<file path="config.mk">
export PLATFORM = sky130hd
export DESIGN_NAME = pingpong_buf_ctrl
export DESIGN_NICKNAME = d
export VERILOG_FILES = /design/src/rtl/pingpong_buf_ctrl.sv
export SDC_FILE = /design/constraint.sdc
export NUM_CORES = 1
export LEC_CHECK = 0
export CORE_ASPECT_RATIO = 0.7
export CORE_MARGIN = 2
export CORE_UTILIZATION = 51
export CTS_BUF_LIST = sky130_fd_sc_hd__clkbuf_4 sky130_fd_sc_hd__clkbuf_8 sky130_fd_sc_hd__clkbuf_16
export CTS_CLUSTER_DIAMETER = 100
export DETAILED_ROUTE_END_ITERATION = 10
export PLACE_DENSITY = 0.82
export SLEW_MARGIN = 20
export SYNTH_ARGS = -nofsm -noshare
export SYNTH_HDL_FRONTEND = slang
export SYNTH_SLANG_ARGS = --single-unit
</file>
<file path="constraint.sdc">
create_clock -name clk -period 4.95 [get_ports clk]
set_input_delay 0.99 -clock clk [delete_from_list [all_inputs] [get_ports clk]]
set_output_delay 0.99 -clock clk [all_outputs]
set_load 0.1 [all_outputs]
</file>
<file path="src/rtl/pingpong_buf_ctrl.sv">
// ---------------------------------------------------------------------------
// PingpongBufCtrl (module pingpong_buf_ctrl)
//
// Purpose:
//   Controls two dual-port RAM banks as a ping-pong frame buffer. A byte
//   stream is written frame by frame into one bank while the other, already
//   complete bank is drained to an output stream. Port A of each bank is the
//   write side; port B is the read side with one cycle of read latency.
//
// Optional feature macro: PINGPONG_BUF_CTRL_FRAME_CNT_EN
//   When defined, adds output frame_cnt[15:0], counting completed output
//   frames (wrapping at 16 bits).
//
// Ports:
//   clk, rst                 clock, asynchronous active-high reset
//   frame_len                bytes per frame, sampled at each frame's first byte
//   in_valid/in_ready        write-stream handshake
//   in_data                  write-stream byte
//   bankN_ena/wea/addra/dina port-A write controls for bank N (N=0,1)
//   bankN_enb/addrb          port-B read controls for bank N
//   bankN_doutb              port-B read data (1-cycle latency)
//   out_ready                downstream credit for issuing a read this cycle
//   out_valid/out_data/out_last  output stream (no backpressure after issue)
//   bank_full                per-bank frame-complete flags
//   frame_cnt                (optional) completed output frame count
// ---------------------------------------------------------------------------
module pingpong_buf_ctrl #(
  parameter int ADDR_W = 16,
  parameter int DATA_W = 8
) (
  input  logic              clk,
  input  logic              rst,
  input  logic [ADDR_W-1:0] frame_len,
  input  logic              in_valid,
  output logic              in_ready,
  input  logic [DATA_W-1:0] in_data,
  output logic              bank0_ena,
  output logic              bank0_wea,
  output logic [ADDR_W-1:0] bank0_addra,
  output logic [DATA_W-1:0] bank0_dina,
  output logic              bank0_enb,
  output logic [ADDR_W-1:0] bank0_addrb,
  input  logic [DATA_W-1:0] bank0_doutb,
  output logic              bank1_ena,
  output logic              bank1_wea,
  output logic [ADDR_W-1:0] bank1_addra,
  output logic [DATA_W-1:0] bank1_dina,
  output logic              bank1_enb,
  output logic [ADDR_W-1:0] bank1_addrb,
  input  logic [DATA_W-1:0] bank1_doutb,
  input  logic              out_ready,
  output logic              out_valid,
  output logic [DATA_W-1:0] out_data,
  output logic              out_last,
  output logic [1:0]        bank_full
`ifdef PINGPONG_BUF_CTRL_FRAME_CNT_EN
  ,
  output logic [15:0]       frame_cnt
`endif
);

  typedef enum logic {R_IDLE, R_READ} rd_state_t;

  rd_state_t         r_state;
  logic              r_wr_bank;
  logic              r_rd_bank;
  logic [ADDR_W-1:0] r_wr_addr;
  logic [ADDR_W-1:0] r_rd_addr;
  logic [ADDR_W-1:0] r_len [2];
  logic [1:0]        r_full;
  logic              r_out_valid;
  logic              r_out_last;
  logic              r_out_bank;

  logic [ADDR_W-1:0] w_eff_len;
  logic [ADDR_W-1:0] w_rd_len;
  logic              w_in_ready;
  logic              w_wr_fire;
  logic              w_wr_last;
  logic              w_rd_fire;
  logic              w_rd_last;
  logic [1:0]        w_set;
  logic [1:0]        w_clr;

  // At the first byte of a frame the live frame_len governs; afterwards the
  // length latched for the bank being filled does, so mid-frame changes of
  // frame_len are ignored. in_ready is forced low during reset so that every
  // output reads 0 while rst is held.
  assign w_eff_len  = (r_wr_addr == '0) ? frame_len : r_len[r_wr_bank];
  assign w_in_ready = !rst && !r_full[r_wr_bank] && (w_eff_len != '0);
  assign w_wr_fire  = in_valid && w_in_ready;
  assign w_wr_last  = w_wr_fire && (r_wr_addr == w_eff_len - ADDR_W'(1));

  assign w_rd_len   = r_len[r_rd_bank];
  assign w_rd_fire  = (r_state == R_READ) && out_ready;
  assign w_rd_last  = w_rd_fire && (r_rd_addr == w_rd_len - ADDR_W'(1));

  // Writer and reader always work on different banks, so a set and a clear
  // in the same cycle touch different flags and both must survive.
  assign w_set = w_wr_last ? (r_wr_bank ? 2'b10 : 2'b01) : 2'b00;
  assign w_clr = w_rd_last ? (r_rd_bank ? 2'b10 : 2'b01) : 2'b00;

  assign in_ready    = w_in_ready;

  assign bank0_ena   = w_wr_fire && !r_wr_bank;
  assign bank0_wea   = w_wr_fire && !r_wr_bank;
  assign bank0_addra = r_wr_addr;
  assign bank0_dina  = (w_wr_fire && !r_wr_bank) ? in_data : '0;
  assign bank1_ena   = w_wr_fire && r_wr_bank;
  assign bank1_wea   = w_wr_fire && r_wr_bank;
  assign bank1_addra = r_wr_addr;
  assign bank1_dina  = (w_wr_fire && r_wr_bank) ? in_data : '0;

  assign bank0_enb   = w_rd_fire && !r_rd_bank;
  assign bank0_addrb = r_rd_addr;
  assign bank1_enb   = w_rd_fire && r_rd_bank;
  assign bank1_addrb = r_rd_addr;

  // Read data arrives one cycle after issue, so the bank mux uses the bank
  // registered at issue time, not the current rd_bank.
  assign out_valid = r_out_valid;
  assign out_last  = r_out_last;
  assign out_data  = r_out_valid ? (r_out_bank ? bank1_doutb : bank0_doutb) : '0;
  assign bank_full = r_full;

  // Writer counters, length latches, full flags and the reader FSM with its
  // registered output-stream qualifiers.
  always_ff @(posedge clk or posedge rst) begin
    if (rst) begin
      r_state     <= R_IDLE;
      r_wr_bank   <= 1'b0;
      r_rd_bank   <= 1'b0;
      r_wr_addr   <= '0;
      r_rd_addr   <= '0;
      r_len[0]    <= '0;
      r_len[1]    <= '0;
      r_full      <= 2'b00;
      r_out_valid <= 1'b0;
      r_out_last  <= 1'b0;
      r_out_bank  <= 1'b0;
    end else begin
      r_full <= (r_full | w_set) & ~w_clr;

      if (w_wr_fire) begin
        if (r_wr_addr == '0) begin
          r_len[r_wr_bank] <= frame_len;
        end
        if (w_wr_last) begin
          r_wr_bank <= ~r_wr_bank;
          r_wr_addr <= '0;
        end else begin
          r_wr_addr <= r_wr_addr + ADDR_W'(1);
        end
      end

      r_out_valid <= w_rd_fire;
      r_out_last  <= w_rd_last;
      if (w_rd_fire) begin
        r_out_bank <= r_rd_bank;
      end

      case (r_state)
        R_IDLE: begin
          if (r_full[r_rd_bank]) begin
            r_state <= R_READ;
          end
        end
        R_READ: begin
          if (w_rd_fire) begin
            if (w_rd_last) begin
              r_rd_bank <= ~r_rd_bank;
              r_rd_addr <= '0;
              r_state   <= R_IDLE;
            end else begin
              r_rd_addr <= r_rd_addr + ADDR_W'(1);
            end
          end
        end
        default: r_state <= R_IDLE;
      endcase
    end
  end

`ifdef PINGPONG_BUF_CTRL_FRAME_CNT_EN
  logic [15:0] r_frame_cnt;

  // Counts frames as their last byte leaves the block.
  always_ff @(posedge clk or posedge rst) begin
    if (rst) begin
      r_frame_cnt <= 16'd0;
    end else if (r_out_valid && r_out_last) begin
      r_frame_cnt <= r_frame_cnt + 16'd1;
    end
  end

  assign frame_cnt = r_frame_cnt;
`endif

endmodule
</file>
==> run_results.csv, run 1 <==
group,metric,value,unit
outcome,status,"completed",
cells_and_area,final_common_cell,"clkdlybuf4s50_1",
yosys,synthFlopType,"dfrtp_1",
timing,worstMarginPinSlew,1.014,ns
worst_hold_path,holdCritPathClass,"flop to flop",
cells_and_area,layout.cells.non_filler,948,
floorplan,start_util,52.11,%
critical_path,crit_top_cell,"ha_1",
yosys,synthArstFlopShare,100.0,%
timing,hold_viol_final,0,
place,port_buffers,142,
cells_and_area,layout.nets,835,
place,pre_cts_ws,0.1656,ns
timing,setup_violations,0,
timing,skew,0.008672,ns
floorplan,core,0.01164,mm^2
clock_tree,cts_buffers,9,
critical_path,endpoint_kind,"output port",
timing,period_share,95.99,%
yosys,synth_top_area_cell,"dfrtp_1",
global_routing,grt_pass1_wl,29330,um
cells_and_area,final_cell_mix,"clkdlybuf4s50_1 (111), nor2_1 (67), dfrtp_1 (55)",
critical_path,critical_path_buf_inv_count,3,
yosys,postSynthAreaPerCell,8.962,um^2
clock_tree,ctsRootBufferMaster,"clkbuf_16",
routing,wire_per_inst,19.89,um
global_routing,antenna_found_initial,0,
clock_tree,cts_max_level,3,
place,hpwl,14130,um
place,placed_cell_area,0.007771,mm^2
critical_path,slowest_delay,0.50,ns
cells_and_area,final_area,0.008127,mm^2
timing,slew_viol_final,0,
timing,setup_ws,0.1985,ns
clock_tree,cts_hold_buf,0,
critical_path,crit_path_max_fanout,11,
critical_path,cp.arrival,3.76,ns
clock_tree,clk_pin_slew,0.06,ns
global_routing,grt_usage,29.26,%
critical_path,start_kind,"flop",
critical_path,cp_cell_sequence,"inv_1 -> ha_1 -> nor3b_4 -> nand4_1 -> nor2_2 -> a21o_1 -> ha_1 -> or4b_1 -> nor4_2 -> a31o_1 -> a211o_4 -> nor2_1 -> buf_4 -> and2_4 -> buf_12",
global_routing,grt_start_max_net_pins,73,
yosys,synth-seq-cells,72,
place,globalplace.congestion,0.9568,
critical_path,crit_family,"simple AND/OR/NAND/NOR gates",
yosys,postSynthCellCount,677,
floorplan,rows,33,
clock_tree,cts_tree,"yes",
critical_path,crit_required,3.96,ns
yosys,syn_area,0.006067,mm^2
timing,final.setup.tns,0,ns
routing,ant_nets,0,
yosys,syn_nets,726,
cells_and_area,final_util,69.79,%
routing,drtPass1Iterations,5,
cells_and_area,fill_cells,906,
yosys,synth_edf_count,0,
yosys,synthDistinctLibCells,71,
clock_tree,clk_latency,0.35,ns
timing,fin_crit,4.751,ns
floorplan,ios,143,
routing,vias_per_cell,6.222,
global_routing,grt_pass1_vias,5541,
floorplan,dieArea,0.01280,mm^2
place,placed_cells,931,
yosys,yosysTopAreaCellShare,29.70,%
timing,fmax,0.2105,GHz
routing,wirelength,18860,um
timing,rsz0062_at_grt,"false",
cells_and_area,drive_gt1_share,21.49,%
critical_path,critPathSlowestCell,"dfrtp_4",
power,pwr_density_cell,233.2,mW/mm^2
floorplan,die_w,134.4,um
cells_and_area,antenna_cells,0,
routing,vias,5898,
global_routing,gr-total-overflow,0,
floorplan,die_h,95.26,um
yosys,synthTopCellsByArea,"dfrtp_1 (30%), mux2i_1 (6.3%), mux2_2 (5.6%)",
clock_tree,cts.sinks,72,
critical_path,worstSetupPathType,"flop to output port",
power,vdd_ir_drop_max,0.2763,mV
yosys,yosysSeqAreaShare,29.70,%
timing,maxSlewHeadroom,32.42,%
routing,dr.first_iter.drc_count,504,
routing,drc,0,
cells_and_area,areaGrowthSynthToFinish,33.95,%
clock_tree,cts_max_path_buffers,2,
yosys,yosys_warnings,0,
power,cellLeakagePower,0.003361,uW
job,drv_cap,0,
## power breakdown
group | total, uW | switching [uW] | internal [uW] | leakage (uW)
Combinational | 573 | 425 | 148 | 0.00226
Sequential | 653 | 45.3 | 608 | 0.000952
Clock | 669 | 270 | 398 | 0.000150
## cells in the mapped netlist (15+ instances only)
library cell  number
nand2_1           34
nor4_1            15
mux2_2            30
nor2_1            68
xor2_1            38
buf_4             35
dfrtp_1           72
and3_1            17
mux2i_1           38
a21oi_1           15
xnor2_1           31
nor3_1            35
clkbuf_1          16
## stage by stage
step,power (uW),hold WS (ns)
2_1_floorplan,1093,0.4675
3_3_place_gp,1221,0.4899
3_5_place_dp,1234,0.5097
4_1_cts,1899,0.5233
5_1_grt,1950,0.5483
6_report,1895,0.5205
## sequential cells by signal, summed over array words and instances (netlist names)
name         cells
bank0_addra     16
bank0_addrb     16
bank_full        2
out_last         1
out_valid        1
r_len           32
r_out_bank       1
r_rd_bank        1
r_state          1
r_wr_bank        1
## area by class of cell
class / instances / area (um^2) / share of cell area [%]
Clock buffer: 10 / 232.7 / 2.864
Inverter: 11 / 45.04 / 0.5543
Clock inverter: 6 / 70.07 / 0.8622
Multi-Input combinational cell: 526 / 3960 / 48.73
Timing Repair Buffer: 166 / 1787 / 21.99
Tap cell: 157 / 196.4 / 2.417
Sequential cell: 72 / 1836 / 22.59
## path summary, 6_finish.rpt
check | cells past startpoint | slack (ns) | to | startpoint
max | 15 | 0.20 | bank0_dina[7] | bank0_addra[0]
min | 2 | 0.52 | r_state | r_state
max reg2reg | 15 | 0.51 | bank0_addra[1] | bank0_addra[0]
min reg2reg | 2 | 0.52 | r_state | r_state
max in group asynchronous | 3 | 2.87 | bank0_addra[4] | rst
min in group asynchronous | 3 | 1.38 | bank0_addrb[2] | rst
## worst register-to-register path: stages, from the launching register on
cell	delay [ns]
dfrtp_4	0.50
inv_1	0.09
ha_1	0.15
nor3b_4	0.23
nand4_1	0.24
nor2_2	0.17
a21o_1	0.10
ha_1	0.23
nor4bb_2	0.39
o22ai_1	0.17
xnor2_1	0.42
o22ai_1	0.23
a221oi_1	0.39
nand4b_2	0.19
or4b_4	0.59
a31o_1	0.23
## timing repair
action | in CTS | in global routing
setup endpoints to repair | 10 | 18
buffers inserted | 0 | 1
resized for setup | 1 | 6
pin swaps | 0 | 1
## per-layer routing
| layer | track usage (%) | vias up | routed length, um |
|---|---|---|---|
| li1 | - | 2658 | - |
| met1 | 40.13 | 2839 | 8144 |
| met2 | 46.17 | 358 | 8302 |
| met3 | 7.071 | 43 | 2063 |
| met4 | 8.596 | 0 | 344 |
| met5 | 0 | - | 0 |
## cells by family after synthesis
family | after synthesis | synth area share [%]
and+or+nand+nor | 275 | 25.65
AOI/OAI and AO/OA | 94 | 11.01
buffers and inverters | 79 | 7.589
muxes | 79 | 13.88
xor gates and xnor gates | 73 | 11.14
DFF | 72 | 29.70
adders and majority gates | 5 | 1.031
No activity file was read; power rests on OpenSTA's default activity.
==> inputs of run 2 (changes only) <==
--- a/config.mk
+++ b/config.mk
@@ -5,13 +5,15 @@
 export SDC_FILE = /design/constraint.sdc
 export NUM_CORES = 1
 export LEC_CHECK = 0
+export ABC_AREA = 1
 export CORE_ASPECT_RATIO = 0.7
 export CORE_MARGIN = 2
-export CORE_UTILIZATION = 51
+export CORE_UTILIZATION = 53
 export CTS_BUF_LIST = sky130_fd_sc_hd__clkbuf_4 sky130_fd_sc_hd__clkbuf_8 sky130_fd_sc_hd__clkbuf_16
 export CTS_CLUSTER_DIAMETER = 100
 export DETAILED_ROUTE_END_ITERATION = 10
-export PLACE_DENSITY = 0.82
+export HOLD_SLACK_MARGIN = 0.08
+export PLACE_DENSITY = 0.83
 export SLEW_MARGIN = 20
 export SYNTH_ARGS = -nofsm -noshare
 export SYNTH_HDL_FRONTEND = slang
==> run_results.csv, run 2 <==
group,metric,value,unit
cells_and_area,final_common_cell,"nand2_1",
yosys,synth_top_area_cell,"dfrtp_1",
yosys,synth_adder_area_share,0.9290,%
cells_and_area,fill_cells,1023,
place,globalplace.congestion,0.9603,
clock_tree,cts_hold_buf,0,
cells_and_area,areaGrowthSynthToFinish,27.68,%
global_routing,grt_pass1_vias,6171,
power,total_power,2262,uW
yosys,postSynthAreaPerCell,6.551,um^2
critical_path,start_kind,"flop",
timing,fmax,0.2147,GHz
cells_and_area,antenna_cells,0,
timing,slew_viol_final,0,
yosys,synthSimpleGateAreaFrac,42.08,%
timing,whs,0.4851,ns
clock_tree,post_cts_buffers,0,
yosys,synthFlopType,"dfrtp_1",
floorplan,die_h,98.31,um
cells_and_area,top_register,"r_len",
outcome,status,"completed",
critical_path,rrSetupSlack,1.37,ns
routing,wire_per_inst,14.26,um
yosys,synthArstFlopShare,100.0,%
clock_tree,clk_latency,0.34,ns
floorplan,core,0.01242,mm^2
yosys,yosys.cell_count.top_type,"nand2_1",
worst_hold_path,holdPathStages,2,
power,cellLeakagePower,0.004377,uW
timing,maxSlewHeadroom,34.09,%
floorplan,ios,143,
clock_tree,cts.sinks,72,
yosys,synthTopCellsByArea,"dfrtp_1 (27%), nand2_1 (15%), inv_1 (7.3%)",
global_routing,grt_usage,27.63,%
timing,rsz0062_at_grt,"false",
yosys,yosysTopAreaCellShare,26.76,%
power,pwr_density_cell,263.0,mW/mm^2
place,port_buffers,142,
routing,wirelength,18540,um
routing,vias_per_cell,5.202,
global_routing,grt_start_max_net_pins,48,
place,hpwl,14560,um
timing,skew,0.008283,ns
clock_tree,clk_pin_slew,0.06,ns
routing,drtPass1Iterations,6,
critical_path,r2r_end,"bank0_addra[2]",
yosys,yosysSeqAreaShare,26.76,%
yosys,synthMuxAreaShare,0,%
critical_path,slowest_delay,0.43,ns
clock_tree,ctsRootBufferMaster,"clkbuf_16",
clock_tree,cts_max_level,3,
clock_tree,cts_max_path_buffers,2,
critical_path,critPathSlowestCell,"dfrtp_2",
floorplan,dieArea,0.01364,mm^2
power,vdd_ir_drop_max,0.4488,mV
cells_and_area,layout.nets,1182,
place,pre_cts_ws,0.3131,ns
yosys,synth_edf_count,0,
timing,hold_viol_final,0,
yosys,synth_top_family_by_area,"simple AND/OR/NAND/NOR gates",
routing,ant_nets,0,
yosys,synth_xor_area_share,6.447,%
global_routing,grt_pass1_wl,30520,um
timing,period_share,94.10,%
clock_tree,cts_resized,0,
cells_and_area,final_util,69.22,%
clock_tree,cts_tree,"yes",
yosys,postSynthCellCount,1028,
critical_path,cp_cell_sequence,"inv_1 -> nand2_1 -> nor2_4 -> nand2_4 -> nand2_1 -> nand2_4 -> ha_1 -> nand3_2 -> nor2_4 -> nand2_4 -> inv_2 -> nand2_2 -> nand3_2 -> nor2_4 -> clkinvlp_4 -> buf_12 -> nor2_4 -> buf_12",
routing,vias,6763,
worst_hold_path,hp-start,"r_len[19]",
routing,drc,0,
yosys,yosys_warnings,0,
routing,dr.first_iter.drc_count,660,
timing,final.setup.tns,0,ns
critical_path,rr_startpoint,"bank0_addra[0]",
critical_path,cp.arrival,3.67,ns
yosys,syn_nets,1077,
global_routing,antenna_found_initial,0,
critical_path,reg2reg_depth,23,
yosys,synthDistinctLibCells,48,
floorplan,die_w,138.7,um
floorplan,rows,34,
yosys,syn_area,0.006734,mm^2
cells_and_area,final_cell_mix,"nand2_1 (275), inv_1 (128), clkdlybuf4s50_1 (112)",
critical_path,endpoint_kind,"output port",
timing,setup_ws,0.2923,ns
timing,fin_crit,4.658,ns
yosys,synthTopCellsByCount,"nand2_1 (275), inv_1 (131), nor2_1 (125)",
critical_path,crit_required,3.96,ns
critical_path,worstSetupPathType,"flop to output port",
timing,setup_violations,0,
worst_hold_path,holdCritPathClass,"flop to flop",
clock_tree,cts_buffers,9,
global_routing,gr-total-overflow,0,
floorplan,start_util,54.21,%
cells_and_area,drive_gt1_share,16.78,%
critical_path,crit_top_cell,"nor2_4",
job,drv_cap,0,
timing,worstMarginPinSlew,0.9856,ns
yosys,synth-seq-cells,72,
cells_and_area,largest_reg_flops,32,
yosys,synth_compound_area_share,8.528,%
critical_path,crit_path_max_fanout,12,
worst_hold_path,min_to,"r_len[19]",
## run 2: cell types whose count changed after synthesis, moves of 37 or more
| cell | delta |
|---|---|
| mux2i_1 | -38 |
| nand2_1 | +241 |
| nor2_1 | +57 |
| nand3_1 | +51 |
| o21ai_0 | +37 |
| inv_1 | +120 |
## run 2: layer usage
layer / wire (um) / track usage, %
met1: 9137 / 42.95
met5: 0 / 0
met3: 1704 / 5.395
met2: 7535 / 39.76
met4: 159 / 5.672
## run 2: kinds of logic (layout without fill, tap and decap cells)
group	Yosys count	after routing
adders and majority gates	5	5
AOI/OAI and AO/OA	107	107
buffers and inverters	203	313
xor gates and xnor gates	48	48
and+or+nand+nor	593	593
DFF	72	72
## run 2: layout make-up
type,instances,area (um^2),area share (%)
well taps,162,202.7,2.357
inverters,146,565.5,6.577
clock inverters,6,82.58,0.9604
flip-flops and latches,72,1827,21.25
multi-input cells,753,3993,46.43
repair buffers,151,1689,19.64
clock buffers,10,239.0,2.779
## run 2: report_power, final
group | total (uW) | internal [uW] | switching, uW | leakage (uW)
clock | 719 | 452 | 266 | 0.000158
sequential | 673 | 620 | 52.1 | 0.000872
combinational | 870 | 204 | 667 | 0.00335
## run 2: worst max-delay path, delay by kind of cell, from the launching register on
family                   cells  cell delay [ns]
adder cells (fa/ha/maj)      1             0.27
flip-flops                   1             0.43
AND/OR/NAND/NOR             12             1.87
buffers and inverters        5             0.75
## run 2: how the worst max path moves through the flow
stage	startpoint	to	slack [ns]
2_1_floorplan	rst	bank1_dina[0]	-0.11
3_3_place_gp	frame_len[0]	bank1_dina[0]	0.42
3_5_place_dp	frame_len[0]	bank1_dina[0]	0.31
4_1_cts	bank0_addra[14]	bank1_dina[0]	0.16
5_1_grt	bank0_addra[1]	bank0_dina[0]	0.04
6_report	bank0_addra[14]	bank1_dina[0]	0.29
## run 2: metrics by stage
stage	instance area, um^2	instances
global placement	8257	1283
global route	8598	1300
CTS	8578	1299
finish	8598	1300
detailed placement	8257	1283
floorplan	6857	1028
